$ cat src/rtl/modexp_controller.sv
// Left-to-right square-and-multiply sequencer for a modular exponentiation
// datapath. It walks the latched exponent from its highest set bit down to
// bit 0 and issues one datapath op at a time, waiting for dp_ack on each.
//
// Ports:
//   clk, rst_n   clock, asynchronous active-low reset
//   start        request a new exponentiation (honoured only when idle)
//   exponent     exponent value, captured when start is accepted
//   abort        synchronous cancel of a running operation
//   dp_ack       datapath completion of the currently enabled op
//   busy         high whenever the controller is not idle
//   initialize   one-cycle datapath init pulse
//   en_square    request result <= result*result
//   en_multiply  request result <= result*base
//   en_modulo    request result <= result mod n
//   done         one-cycle pulse, result valid
//   error        one-cycle pulse, dp_ack timeout
//   bit_idx      exponent bit currently processed
module modexp_controller #(
  parameter int unsigned EXP_WIDTH = 16,
  parameter int unsigned TIMEOUT   = 255
) (
  input  logic                         clk,
  input  logic                         rst_n,
  input  logic                         start,
  input  logic [EXP_WIDTH-1:0]         exponent,
  input  logic                         abort,
  input  logic                         dp_ack,
  output logic                         busy,
  output logic                         initialize,
  output logic                         en_square,
  output logic                         en_multiply,
  output logic                         en_modulo,
  output logic                         done,
  output logic                         error,
  output logic [$clog2(EXP_WIDTH)-1:0] bit_idx
);

  localparam int unsigned IDX_W = $clog2(EXP_WIDTH);
  localparam int unsigned CNT_W = $clog2(TIMEOUT + 1);
  localparam logic [CNT_W-1:0] CNT_LAST = CNT_W'(TIMEOUT - 1);

  typedef enum logic [2:0] {
    IDLE    = 3'd0,
    INIT    = 3'd1,
    SQUARE  = 3'd2,
    SQ_MOD  = 3'd3,
    MULT    = 3'd4,
    MUL_MOD = 3'd5,
    DONE    = 3'd6
  } state_t;

  state_t               state, state_nxt;
  logic [EXP_WIDTH-1:0] exp_q;
  logic [CNT_W-1:0]     wait_cnt;
  logic [IDX_W-1:0]     idx_nxt;
  logic [IDX_W-1:0]     msb_idx;
  logic                 load_exp;
  logic                 timeout_hit;
  logic                 op_state;

  // Position of the most significant set bit of the latched exponent.
  always_comb begin
    msb_idx = '0;
    for (int unsigned i = 0; i < EXP_WIDTH; i++) begin
      if (exp_q[i]) msb_idx = IDX_W'(i);
    end
  end

  assign op_state = (state == SQUARE) || (state == SQ_MOD) ||
                    (state == MULT)   || (state == MUL_MOD);

  // Next-state, bit index and control decode.
  always_comb begin
    state_nxt   = state;
    idx_nxt     = bit_idx;
    load_exp    = 1'b0;
    timeout_hit = 1'b0;

    case (state)
      IDLE: begin
        if (start) begin
          load_exp  = 1'b1;
          state_nxt = INIT;
        end
      end
      INIT: begin
        idx_nxt = msb_idx;
        // The square of the initial 1 is pointless, so go straight to MULT.
        state_nxt = (exp_q == '0) ? DONE : MULT;
      end
      SQUARE: begin
        if (dp_ack) state_nxt = SQ_MOD;
      end
      SQ_MOD: begin
        if (dp_ack) begin
          if (exp_q[bit_idx]) begin
            state_nxt = MULT;
          end else if (bit_idx == '0) begin
            state_nxt = DONE;
          end else begin
            idx_nxt   = bit_idx - IDX_W'(1);
            state_nxt = SQUARE;
          end
        end
      end
      MULT: begin
        if (dp_ack) state_nxt = MUL_MOD;
      end
      MUL_MOD: begin
        if (dp_ack) begin
          if (bit_idx == '0) begin
            state_nxt = DONE;
          end else begin
            idx_nxt   = bit_idx - IDX_W'(1);
            state_nxt = SQUARE;
          end
        end
      end
      DONE: begin
        state_nxt = IDLE;
      end
      default: begin
        state_nxt = IDLE;
      end
    endcase

    // Ack in the last allowed cycle still wins over the timeout.
    if (op_state && !dp_ack && (wait_cnt == CNT_LAST)) begin
      timeout_hit = 1'b1;
      state_nxt   = IDLE;
      idx_nxt     = bit_idx;
    end

    // Abort overrides everything while busy.
    if (abort && (state != IDLE)) begin
      timeout_hit = 1'b0;
      state_nxt   = IDLE;
      idx_nxt     = bit_idx;
    end
  end

  // State, exponent, index and wait counter registers.
  always_ff @(posedge clk or negedge rst_n) begin
    if (!rst_n) begin
      state    <= IDLE;
      exp_q    <= '0;
      bit_idx  <= '0;
      wait_cnt <= '0;
    end else begin
      state   <= state_nxt;
      bit_idx <= idx_nxt;
      if (load_exp) exp_q <= exponent;
      // Cleared on every state change, so each op state starts counting at 0.
      if (!op_state || (state_nxt != state)) wait_cnt <= '0;
      else                                   wait_cnt <= wait_cnt + CNT_W'(1);
    end
  end

  // Outputs registered from the next state so they line up with the state.
  always_ff @(posedge clk or negedge rst_n) begin
    if (!rst_n) begin
      busy        <= 1'b0;
      initialize  <= 1'b0;
      en_square   <= 1'b0;
      en_multiply <= 1'b0;
      en_modulo   <= 1'b0;
      done        <= 1'b0;
      error       <= 1'b0;
    end else begin
      busy        <= (state_nxt != IDLE);
      initialize  <= (state_nxt == INIT);
      en_square   <= (state_nxt == SQUARE);
      en_multiply <= (state_nxt == MULT);
      en_modulo   <= (state_nxt == SQ_MOD) || (state_nxt == MUL_MOD);
      done        <= (state_nxt == DONE);
      error       <= timeout_hit;
    end
  end

endmodule

$ cat config.mk
export PLATFORM = sky130hd
export DESIGN_NAME = modexp_controller
export DESIGN_NICKNAME = d
export VERILOG_FILES = /design/src/rtl/modexp_controller.sv
export SDC_FILE = /design/constraint.sdc
export NUM_CORES = 1
export LEC_CHECK = 0
export CORE_MARGIN = 2
export CORE_UTILIZATION = 38
export CTS_CLUSTER_DIAMETER = 200
export DETAILED_ROUTE_END_ITERATION = 16
export MAX_ROUTING_LAYER = met4
export PLACE_DENSITY = 0.74
export SYNTH_ARGS = -nofsm -noshare
export SYNTH_HDL_FRONTEND = slang
export SYNTH_SLANG_ARGS = --single-unit
$ cat constraint.sdc
create_clock -name clk -period 2 [get_ports clk]
set_clock_uncertainty 0.2 [all_clocks]
set_input_delay 0.3 -clock clk [delete_from_list [all_inputs] [get_ports clk]]
set_output_delay 0.3 -clock clk [all_outputs]
set_load 0.005 [all_outputs]
# == Word level (Yosys, flattened, before mapping) ==
# Index checks and enable logic that the tools add are counted.
# Widths: inputs -> output; s select.
# word_totals
register_bits,38
inputBits,21
output_inout_bits,11
word_cells,87
# classes
n_addsub,2
order_cmp,1
eq_ne,16
n_mux,38
bitwise_logic,2
reduce_logical,17
# op_table
op,n
$mux 4,16
$mux 3,9
$pmux 3 s6,1
$logic_not 16->1,1
$eq 3x3->1 const B,5
$eq 3x2->1 const B,4
$pmux 4 s3,1
$reduce_bool 3->1,3
$add 8x1->8 const B,1
$eq 8x8->1 const B,1
$mux 8,1
$eq 3x1->1 const B,2
$mux 1,6
$mux 2,3
$ne 2x2->1 const B,3
$reduce_and 6->1,1
$logic_or 1x1->1,5
$lt 4x5->1 const B,1
$bmux 1 s4,1
$logic_not 4->1,1
$sub 4x1->4 const B,1
$logic_and 1x1->1,3
$logic_not 3->1,1
$ne 3x3->1,1
2 further kinds,4

# == Depth between registers and ports, before layout ==
# depth
ltp_word,16
depth_mapped,8
depth_no_buf,8

# == Worst setup path after synthesis ==
# OpenSTA, ideal clock, no wires.
# synth_timing
path_type,flip-flop to flip-flop
from,register bit_idx[0]
to,register bit_idx[2]
setup_time_ns,0.121
arrival_ns,1.895
required_ns,1.679
slack_ns,-0.216
path_stages_with_launch,9
path_buffers,0
synth_period_minus_slack_ns,2.216
path_cell_list,dfrtp_1 > inv_1 > ha_1 > or3b_2 > a41oi_1 > or3_1 > a21o_1 > nor2_1 > o22a_1
# synth_between
elab_chain_len,5
word_cells_on_any_way,11
cone_classes,1 x add/sub; 1 x eq/ne; 7 x mux; 2 x reduce/logical
# synth_lines
element,line,source
from (decl),36,output logic [$clog2(EXP_WIDTH)-1:0] bit_idx
from (signal assigned),152,bit_idx <= idx_nxt;
$sub 4x1->4 / $logic_not 4->1 (equally long branches),-,
$mux 4,"99, 112",
$mux 4,97,if (exp_q[bit_idx]) begin
$mux 4,96,if (dp_ack) begin
$pmux 4 s3,80,case (state)
# Parallel ways exist; a longest one is shown, timed or not. The select of a mux whose other input is x is not followed.
# A chain may end at the register's enable or synchronous reset.

# == Final worst setup path ==
# layout_timing
from,register bit_idx[2]
to,register bit_idx[3]
# The elaborated chain is that of the path after synthesis.

==> results.py <==
metrics = {
    "sta": {
        "worstMarginPinSlew_ns": 0.636,
        "rsz0062_at_grt": "yes",
        "fin_crit_ns": 2.16,
        "hold_ws_ns": 0.341,
        "final-setup-viol-count": 19,
        "setup_tns_ns": -1.64,
        "drv_slew": 0,
        "timing.final.crit_share": 1.08,
        "slew_headroom": 0.576,
        "max_freq_mhz": 462,
        "finalHoldViolCount": 0,
        "fin_ws_ns": -0.163,
    },
    "finish": {
        "finalNetCount": 308,
        "final_cells": 354,
        "fillerInstances": 437,
        "drive_gt1_frac": 0.429,
        "final_util": 0.586,
        "diodes": 0,
        "area_growth_pct": 51.1,
    },
    "pwr": {
        "finalPower_mw": 4.52,
        "ir_drop_v": 0.000630,
        "leakage_nw": 1.37,
        "power.density_nw_per_um2": 1420,
    },
    "global_route": {
        "grt_max_degree": 28,
        "antenna_found_initial": 0,
        "grt_pass1_wl_um": 8890,
        "overflow": 0,
        "grt_pass1_vias": 1940,
        "grt_usage": 0.190,
    },
    "critical_path": {
        "critPathKind": "reg -> reg",
        "r2r_setup_slack_ns": -0.16,
        "crit_path_start_kind": "flip-flop",
        "timing.critical_path.to_type": "flip-flop",
        "worstSetupEndpoint": "bit_idx[3]$_DFFE_PN0P_",
        "r2r-end": "bit_idx[3]$_DFFE_PN0P_",
        "startpoint": "bit_idx[2]$_DFFE_PN0P_",
        "ff2ff_path_depth": 6,
        "rr_startpoint": "bit_idx[2]$_DFFE_PN0P_",
        "arrival_ns": 2.18,
        "required_ns": 2.02,
        "crit_fanout": 8,
    },
    "clock_tree": {
        "path_clk_slew_ns": 0.08,
        "tritoncts": "built",
        "cts_root_buffer": "clkbuf_8",
        "clock-sinks": 38,
        "cts_max_path_buffers": 2,
        "clk-insertion-delay-late_ns": 0.29,
        "ctsHtreeMaxLevel": 2,
        "numCtsBuffers": 5,
    },
    "die": {
        "ios": 32,
        "coreArea_um2": 5440,
        "dieArea_um2": 6160,
        "die_h_um": 78.5,
        "start_util": 0.388,
        "row_count": 27,
        "die_width_um": 78.5,
    },
    "placed_design": {
        "place_congestion": 0.897,
        "dp.cells": 344,
        "detailed_place_hpwl_um": 3740,
        "io_buffers": 31,
    },
    "synth": {
        "synth-seq-area-share": 0.451,
        "synth_warnings": 0,
        "avgSynthCellArea_um2": 10.8,
        "synth_area_um2": 2110,
        "ys.flop_type": "dfrtp_1",
        "syn_nets": 222,
        "synth-edff-count": 0,
        "async_flop_share": 1.00,
        "ys_ff_latch": 38,
        "netlist_instances": 196,
        "synth.distinct_cells": 52,
    },
    "route": {
        "viasPerCell": 5.22,
        "finalWirelength_um": 5220,
        "drtIter0Drc": 125,
        "first_pass_iters": 4,
        "wl_per_cell_um": 14.7,
        "drc": 0,
        "vias": 1849,
        "ant_nets": 0,
    },
    "status": {
        "outcome": "finished, violations left",
        "violations": "negative setup slack",
    },
    "flow_run": {
        "max_cap_violations": 0,
    },
    "worst_hold_path": {
        "hp-class": "reg -> reg",
    },
}
stage by stage:
step	cell area (um^2)	worst slack (ns)
final	3190	-0.163
after global routing	3190	-0.246
after CTS	3090	-0.141
after detailed placement	2910	-0.232
after global placement	2910	-0.200
after floorplan	2160	-0.0341
how the worst min path moves through the flow:
| stage | from | endpoint | slack, ns | depth (start not counted) |
|---|---|---|---|---|
| 2_1_floorplan | rst_n | bit_idx[0]$_DFFE_PN0P_ | -0.20 | 0 |
| 3_3_place_gp | rst_n | initialize$_DFF_PN0_ | 0.14 | 1 |
| 3_5_place_dp | rst_n | initialize$_DFF_PN0_ | 0.15 | 1 |
| 4_1_cts | wait_cnt[1]$_DFF_PN0_ | wait_cnt[1]$_DFF_PN0_ | 0.34 | 2 |
| 5_1_grt | exponent[9] | exp_q[9]$_DFFE_PN0P_ | 0.37 | 3 |
| 6_report | wait_cnt[1]$_DFF_PN0_ | wait_cnt[1]$_DFF_PN0_ | 0.34 | 2 |
worst max-delay path, cell delays in order (launching register included):
cell and delay, ns:
dfrtp_1 0.44, mux4_2 0.53, mux2i_2 0.21, mux2i_4 0.15, a21o_4 0.27, o21bai_1 0.16, a21oi_1 0.12
power breakdown:
part           internal (mW)  switching, mW
Clock                  0.239          0.273
Combinational           1.49           1.24
Sequential              1.04          0.237
Total                   2.77           1.75
registers in the layout, indices dropped and copies added (netlist names), 3 cells and up:
signal / flops
exp_q: 16
bit_idx: 4
state: 3
wait_cnt: 8
synth_stat cells (2+ instances only):
library cell	number	area, um^2
a21o_1	2	15.0
a21oi_1	7	35.0
a31oi_1	3	18.8
a41oi_1	2	17.5
and2_1	3	18.8
buf_1	2	7.51
buf_2	4	20.0
buf_6	2	22.5
dfrtp_1	38	951
ha_1	5	62.6
inv_1	9	33.8
mux2_2	14	158
mux2i_1	4	40.0
mux4_1	2	52.6
mux4_2	2	45.0
nand2_1	8	30.0
nand2b_1	3	18.8
nand3_1	4	20.0
nand4_1	2	12.5
nor2_1	23	86.3
nor3_1	7	35.0
nor3b_1	3	22.5
nor4_1	4	25.0
o21ai_0	6	30.0
o31ai_1	4	30.0
xnor2_1	2	17.5
xor2_1	6	52.6
cell type report:
class                      count  area [um^2]  area share
clock buffer                   6         72.6      0.0228
inverter                       9         33.8      0.0106
clock inverter                 1         7.51     0.00236
timing repair buffer          88          746       0.234
sequential                    38          956       0.300
multi-input combinational    140         1280       0.402
tap                           72         90.1      0.0283
cell usage in the layout, fill, tap and decap left out, types with 3 or more instances in the layout:
cell type        netlist  routed
buf_4                  0      53
dfrtp_1               38      34
clkdlybuf4s50_1        0      29
nor2_1                23      20
mux2_2                14      14
inv_1                  9       7
nand2_1                8       7
o21ai_0                6       6
a21oi_1                7       5
xor2_1                 6       5
clkbuf_8               0       5
mux4_2                 2       4
nand3_1                4       4
nor3_1                 7       4
dfrtp_2                0       4
nor4_1                 4       3
nor3b_2                1       3
a21oi_2                1       3
and2_1                 3       3
ha_1                   5       3
buf_6                  2       3
timing repair:
item	CTS	global route
endpoints found under the hold margin	25	0
buffers inserted	3	3
pin swaps	10	13
hold buffers	1	0
endpoints found under the setup margin	21	34
resized for setup	22	16
metal layers:
layer | global-route usage | wire [um]
met1 | 0.226 | 2290
met4 | 0.0754 | 76
met5 | - | 0
met2 | 0.316 | 2620
met3 | 0.0391 | 230
kinds of logic (layout without fill, tap and decap cells):
family	Yosys count	count (layout)	synth area share
buffers and inverters	18	104	0.0415
adders and majority gates	5	5	0.0297
and+or+nand+nor	68	68	0.179
xor gates and xnor gates	8	8	0.0332
DFF	38	38	0.451
muxes	22	22	0.140
AOI/OAI and AO/OA	37	37	0.126
Power figures use the tool's default switching activity.
